$ cat src/rtl/clk_switch_ctrl.sv
// ---------------------------------------------------------------------------
// clk_switch_ctrl
//
// Purpose:
//   Sequencer for a glitch-free two-source clock switch. It accepts a switch
//   request, drives the registered select to the switch cell, and then tracks
//   the switch's gate enables. First it waits for the old source gate to turn
//   off (BREAK), then it waits for the new source gate to turn on (MAKE).
//   When both have happened it confirms the new source and pulses done.
//   A single cycle budget covers BREAK and MAKE together. If that budget is
//   exhausted, the controller parks in a sticky error state until err_clr.
//
// Parameters:
//   TIMEOUT_CYC  max clk_A cycles for one switch (BREAK+MAKE), 4..1023
//   SYNC_STAGES  depth of the gate_b_en synchronizer, 2..4
//
// Ports:
//   clk_A      in   sole clock, rising edge
//   rstn_A     in   asynchronous active-low reset
//   req_valid  in   switch request valid
//   req_tgt    in   requested source (0 = clk_A, 1 = clk_B)
//   req_ready  out  request is accepted this cycle if req_valid is high
//   sel        out  registered select to the glitch-free switch
//   gate_a_en  in   clk_A-side gate status (already in clk_A domain)
//   gate_b_en  in   clk_B-side gate status (asynchronous)
//   err_clr    in   leaves the error state
//   cur_src    out  confirmed active source
//   done       out  one-cycle pulse when a request completes
//   err        out  high while in the error state
// ---------------------------------------------------------------------------
module clk_switch_ctrl #(
    parameter int TIMEOUT_CYC = 64,
    parameter int SYNC_STAGES = 2
) (
    input  logic clk_A,
    input  logic rstn_A,
    input  logic req_valid,
    input  logic req_tgt,
    output logic req_ready,
    output logic sel,
    input  logic gate_a_en,
    input  logic gate_b_en,
    input  logic err_clr,
    output logic cur_src,
    output logic done,
    output logic err
);

    localparam int CNT_W = $clog2(TIMEOUT_CYC);
    localparam logic [CNT_W-1:0] CNT_LAST = CNT_W'(TIMEOUT_CYC - 1);

    typedef enum logic [2:0] {
        IDLE  = 3'd0,
        BREAK = 3'd1,
        MAKE  = 3'd2,
        FIN   = 3'd3,
        ERR   = 3'd4
    } state_t;

    state_t                 state_q, state_d;
    logic                   sel_q, sel_d;
    logic                   cur_src_q, cur_src_d;
    logic                   done_q, done_d;
    logic                   err_q, err_d;
    logic                   req_ready_q, req_ready_d;
    logic [CNT_W-1:0]       cnt_q, cnt_d;
    logic [SYNC_STAGES-1:0] sync_q, sync_d;

    logic gate_b_s;
    logic old_gate_off;
    logic new_gate_on;
    logic timeout;
    logic [CNT_W-1:0] cnt_inc;

    // ------------------------------------------------------------------
    // gate_b_en synchronizer: a plain shift chain. Bit 0 is the first
    // (metastability-exposed) stage, and the MSB is the usable output.
    // ------------------------------------------------------------------
    always_comb begin
        sync_d = {sync_q[SYNC_STAGES-2:0], gate_b_en};
    end

    assign gate_b_s = sync_q[SYNC_STAGES-1];

    // BREAK looks at the gate of the source being left (cur_src). MAKE looks
    // at the gate of the source being entered (sel, already loaded at accept).
    assign old_gate_off = cur_src_q ? ~gate_b_s : ~gate_a_en;
    assign new_gate_on  = sel_q     ?  gate_b_s :  gate_a_en;

    assign timeout = (cnt_q == CNT_LAST);
    assign cnt_inc = timeout ? cnt_q : cnt_q + 1'b1;

    // ------------------------------------------------------------------
    // Next-state and next-output logic
    // ------------------------------------------------------------------
    always_comb begin
        // NOTE: every signal gets a default first, so that no path through
        // the case statement leaves a value unassigned. An unassigned path
        // would infer a latch.
        state_d   = state_q;
        sel_d     = sel_q;
        cur_src_d = cur_src_q;
        cnt_d     = cnt_q;
        done_d    = 1'b0;

        unique case (state_q)
            IDLE: begin
                if (req_valid && req_ready_q) begin
                    if (req_tgt == cur_src_q) begin
                        state_d = FIN;
                    end else begin
                        sel_d   = req_tgt;
                        cnt_d   = '0;
                        state_d = BREAK;
                    end
                end
            end
            BREAK: begin
                cnt_d = cnt_inc;
                // A gate transition takes priority over an expiring budget.
                if (old_gate_off) begin
                    state_d = MAKE;
                end else if (timeout) begin
                    state_d = ERR;
                end
            end
            MAKE: begin
                // The counter keeps running from BREAK. The budget covers
                // the whole switch, not each phase separately.
                cnt_d = cnt_inc;
                if (new_gate_on) begin
                    state_d = FIN;
                end else if (timeout) begin
                    state_d = ERR;
                end
            end
            FIN: begin
                cur_src_d = sel_q;
                done_d    = 1'b1;
                state_d   = IDLE;
            end
            ERR: begin
                if (err_clr) begin
                    // Realign the select with the last confirmed source.
                    sel_d   = cur_src_q;
                    state_d = IDLE;
                end
            end
            default: begin
                state_d = IDLE;
            end
        endcase

        // These outputs are registered versions of the state being entered,
        // so they line up with state_q on the following cycle.
        req_ready_d = (state_d == IDLE);
        err_d       = (state_d == ERR);
    end

    // ------------------------------------------------------------------
    // State and output registers
    // ------------------------------------------------------------------
    always_ff @(posedge clk_A or negedge rstn_A) begin
        if (!rstn_A) begin
            state_q     <= IDLE;
            sel_q       <= 1'b0;
            cur_src_q   <= 1'b0;
            done_q      <= 1'b0;
            err_q       <= 1'b0;
            req_ready_q <= 1'b0;
            cnt_q       <= '0;
            sync_q      <= '0;
        end else begin
            // NOTE: sequential state uses non-blocking assignments, so that
            // every flop samples pre-edge values regardless of statement
            // order.
            state_q     <= state_d;
            sel_q       <= sel_d;
            cur_src_q   <= cur_src_d;
            done_q      <= done_d;
            err_q       <= err_d;
            req_ready_q <= req_ready_d;
            cnt_q       <= cnt_d;
            sync_q      <= sync_d;
        end
    end

    assign req_ready = req_ready_q;
    assign sel       = sel_q;
    assign cur_src   = cur_src_q;
    assign done      = done_q;
    assign err       = err_q;

endmodule
$ cat config.mk
export PLATFORM = sky130hd
export DESIGN_NAME = clk_switch_ctrl
export DESIGN_NICKNAME = d
export VERILOG_FILES = /design/src/rtl/clk_switch_ctrl.sv
export SDC_FILE = /design/constraint.sdc
export NUM_CORES = 1
export LEC_CHECK = 0
export BUFFER_PORTS_ARGS = -buffer_cell sky130_fd_sc_hd__buf_2
export CORE_MARGIN = 3
export CORE_UTILIZATION = 25
export CTS_CLUSTER_SIZE = 10
export DETAILED_ROUTE_END_ITERATION = 10
export GPL_TIMING_DRIVEN = 0
export HOLD_SLACK_MARGIN = 0.08
export PLACE_DENSITY = 0.52
export SLEW_MARGIN = 20
export SYNTH_ARGS = -nofsm -noshare
export SYNTH_HDL_FRONTEND = slang
export SYNTH_SLANG_ARGS = --single-unit
export TNS_END_PERCENT = 5
$ cat constraint.sdc
create_clock -name clk_A -period 5.4 [get_ports clk_A]
set_clock_uncertainty 0.2 [all_clocks]
set_input_delay 1.08 -clock clk_A [delete_from_list [all_inputs] [get_ports clk_A]]
set_output_delay 1.08 -clock clk_A [all_outputs]
set_load 0.02 [all_outputs]
---- Yosys cells after proc, flatten, opt, wreduce, memory -nomap -nowiden ----
Cells that the tools add are included.
cells by class
  add/sub/neg operators ................... 1
  multiply operators ...................... 0
  divide/modulo/power cells ............... 0
  $lt $le $gt $ge ......................... 0
  equal/unequal tests ..................... 11
  shift-type cells ........................ 0
  mux-type cells .......................... 18
  bitwise logic cells ..................... 2
  reduce and logical (&&, ||, !) cells .... 8
operators by type and width
  operator             count
  $mux 6               3
  $mux 3               5
  $pmux 3 s4           1
  $pmux 6 s2           1
  $ne 2x2->1 const B   4
  $reduce_and 4->1     2
  $add 6x1->6 const B  1
  $eq 3x2->1 const B   2
  $eq 3x3->1 const B   2
  $eq 6x6->1 const B   1
  $logic_not 3->1      2
  $mux 1               6
  $reduce_bool 2->1    2
  $eq 3x1->1 const B   1
  $mux 2               1
  $not 1->1            2
  $pmux 1 s2           1
  $reduce_or 2->1      1
  $eq 1x1->1           1
  $logic_and 1x1->1    1
word-level totals
  bits in registers ....................... 16
  latch bits .............................. 0
  memory bits (writable) .................. 0
  ROM bits ................................ 0
  input port bits ......................... 7
  output and inout port bits .............. 5
  memories kept ........................... 0

---- Longest topological paths before layout ----
  depth after elaboration ................. 5
  depth in mapped cells ................... 7

---- Worst setup path after synthesis ----
Ideal clock, no wire load.
  path type ............................... input -> register
  start point ............................. input port req_tgt
  end point ............................... register cnt_q[5]
  setup time .............................. 0.077 ns
  arrival time ............................ 2.170 ns
  required time ........................... 5.123 ns
  path slack .............................. 2.953 ns
  cell stages on the path ................. 5
  path buffers ............................ 0
  path through ............................ xnor2_1 > nand4b_1 > o211a_1 > or4_1 > a21oi_1
on the way
  word-level cells in the longest chain between the ends .. 3
RTL lines
  what                        RTL line  source
  start: declaration          38        input logic req_tgt,
  $eq 1x1->1                  109       if (req_tgt == cur_src_q) begin
  $ne 2x2->1 (no line)        n/a
  $reduce_and 4->1 (no line)  n/a
  end signal: assignment      183       cnt_q <= cnt_d;
  end: declaration            66        logic [CNT_W-1:0] cnt_q, cnt_d;
No other way between the ends.
A chain may end at the register's enable or synchronous reset.

---- Worst setup path after layout ----
Same ends and word-level chain as after synthesis.

==> flow_summary_export.csv <==
group,metric,value,unit
critical_path,cell_with_the_largest_stage_delay_on_the_worst_path,"or4_1",
yosys,number_of_distinct_library_cells_after_synthesis,32,
floorplan,floorplan.io_pins,12,
routing,via_per_inst,4.63,
sta,final_period_util,0.443,
critical_path,start_kind,"primary input",
placement,place_inst,130,
floorplan,start_util,0.273,
sta,timing.slew.headroom,0.757,
power,total_leakage_power,0.403,nW
floorplan,die_width,62.1,um
floorplan,floorplan.die_area,3850,um^2
yosys,synth_cells,77,
final_layout,fin_cells,134,
yosys,number_of_enable_flip_flop_cells_after_synthesis,0,
critical_path,timing.critical_path.arrival,2400,ps
global_routing,grt_first_pass_wirelength,2690,um
placement,hpwlAfterDp,1230,um
run,max-cap-violations,0,
critical_path,setup.worst_path.class,"primary input to register",
critical_path,crit_path_end_kind,"register",
sta,timing.fmax,0.418,GHz
yosys,synth_area,786,um^2
final_layout,insertedDiodeCount,0,
routing,routed_wire_length_per_instance,11.8,um
sta,timing_max_transition_violations_final,0,
power,vdd.ir_drop.worst,250,uV
clock_network,cts_resized,0,
yosys,synth_nets,85,
sta,setup-tns-final,0,ps
floorplan,chipHeight,62.1,um
placement,gp_congestion,0.731,
global_routing,antenna_found_initial,0,
yosys,yosysWarnings,0,
critical_path,worstPathBufferInverterCount,1,
power,pwr_density_cell,490,nW/um^2
final_layout,fillCellCount,301,
outcome,status,"finished, final reports clean",
final_layout,end_of_flow_core_utilization,0.323,
global_routing,maximum_number_of_pins_on_one_net_before_global_route_repair,17,
routing,totalWireLength,1580,um
routing,detailedRoute.firstIterationViolations,16,
sta,report.final.setup_viol,0,
clock_network,cts_tree,"done",
global_routing,global_route.overflow_total,0,
sta,tightest_slew,365,ps
yosys,synth_area_per_cell,10.2,um^2
clock_network,cts.htree.levels,1,
routing,drt.antenna.violating_nets,0,
critical_path,critical-path-max-stage-delay,500,ps
clock_network,clkSlewWorstSetupHoldPaths,90,ps
clock_network,tritoncts_num_sinks,16,
clock_network,insertion_delay,280,ps
clock_network,cts_buffers,3,
routing,drtPass1Iterations,4,
sta,final-hold-violation-count,0,
clock_network,cts.root.buffer_cell,"clkbuf_4",
final_layout,area_delta_synth_final,18.3,%
critical_path,timing.critical_path.cells,"buf_2, xnor2_1, nand4b_1, o211a_1, or4_1, a21oi_1",
routing,routed-via-count,621,
final_layout,layout.nets,101,
floorplan,design.core.area,2880,um^2
yosys,synth_seq_area_share,0.510,
placement,place.port_buffers,11,
critical_path,critPathTopFamily,"simple AND/OR/NAND/NOR gates",
yosys,ffs_latches_synth,16,
critical_path,crit_path_max_fanout,3,
clock_network,hold_buffers,0,
global_routing,globalRouteTotalUtil,0.0997,
power,finalPower,0.000455,W
sta,grt_setup_unrepaired,"false",
floorplan,rows,19,
yosys,asyncSetResetFlopFracSynth,1.00,
yosys,synth_top_flop_cell,"dfrtp_1",
sta,min_period,2390,ps
hold_path,worst_hold_path_type,"register to register",
final_layout,layout_cells_sized_above_1,0.239,
global_routing,first_global_vias,598,
critical_path,required,5410,ps
clock_network,postCtsSetupRepairBufs,0,
clock_network,cts_max_path_buffers,2,
routing,drt_drc_violations_left,0,
## sequential cells by signal (all words and copies together), names as in the netlist
| name | count |
|---|---|
| state_q | 3 |
| sel | 1 |
| cur_src | 1 |
| err | 1 |
| req_ready | 1 |
| done | 1 |
| cnt_q | 6 |
| sync_q | 2 |
## metrics by stage
| stage | hold slack [ps] | setup WS, ps | area [um^2] |
|---|---|---|---|
| 6_report | 157 | 3010 | 930 |
| 5_1_grt | 180 | 2920 | 930 |
| 4_1_cts | 161 | 3030 | 930 |
| 3_5_place_dp | 139 | 2730 | 893 |
| 3_3_place_gp | 138 | 2720 | 893 |
| 2_1_floorplan | 131 | 2950 | 786 |
## layout by cell type, fill, tap and decap left out, drive strengths merged, types with 3 or more instances in the layout
master,Yosys,layout
nand2,7,7
nand3,8,8
a21oi,4,4
o21ai,6,6
dfrtp,16,16
nor2,3,3
buf,2,13
clkbuf,0,4
inv,3,3
or3,3,3
## kinds of logic (layout without fill, tap and decap cells)
family,count (synthesis),in the layout,synth area share
compound gates,17,17,0.134
xor+xnor,2,2,0.0223
fa+ha+maj,1,1,0.0159
buf+inv,5,20,0.0271
flops,16,16,0.510
mux,3,3,0.0414
simple gates,33,33,0.250
## power breakdown
group / internal, W / switching, W / total (W)
clock network: 0.0000410 / 0.0000353 / 0.0000764
logic: 0.0000751 / 0.000102 / 0.000177
registers: 0.000158 / 0.0000440 / 0.000202
total: 0.000274 / 0.000181 / 0.000455
## final timing paths
| kind | slack (ps) | from | end | cells after the start |
|---|---|---|---|---|
| setup / recovery | 3010 | req_tgt | cnt_q[5]$_DFFE_PN0P_ | 6 |
| max in group asynchronous | 4240 | rstn_A | state_q[2]$_DFF_PN0_ | 1 |
| hold / removal | 160 | sync_q[0]$_DFF_PN0_ | sync_q[1]$_DFF_PN0_ | 0 |
| setup reg to reg | 3360 | cnt_q[0]$_DFFE_PN0P_ | cnt_q[5]$_DFFE_PN0P_ | 6 |
| min in group asynchronous | 500 | rstn_A | sync_q[1]$_DFF_PN0_ | 1 |
| hold reg to reg | 160 | sync_q[0]$_DFF_PN0_ | sync_q[1]$_DFF_PN0_ | 0 |
## cell usage after synthesis, drive strengths merged (2+ instances only)
master  number  area (um^2)
o21ai        6         30.0
dfrtp       16          400
or3          3         18.8
nand3        8         40.0
buf          2         10.0
nor3b        2         25.0
nand2        7         26.3
a21oi        4         20.0
nand4        2         12.5
o221ai       2         17.5
o22ai        2         12.5
mux2         2         22.5
inv          3         11.3
nor3         2         15.0
nor2         3         11.3
## layer usage
metal  GRT usage  part of all wire  up-vias
li1            -                 -      317
met1       0.139              0.53      289
met2       0.132              0.42       13
met3      0.0496             0.039        2
met4      0.0364             0.010        0
met5           0                 0        -
## layout make-up
class	count	area [um^2]	area share
sequential	16	400	0.431
clock buffer	4	36.3	0.0390
timing repair buffer	11	55.1	0.0592
buffer	2	10.0	0.0108
multi-input combinational	56	364	0.392
inverter	3	11.3	0.0121
tap	42	52.6	0.0565
Note: power is estimated with default switching activity, not from simulation.
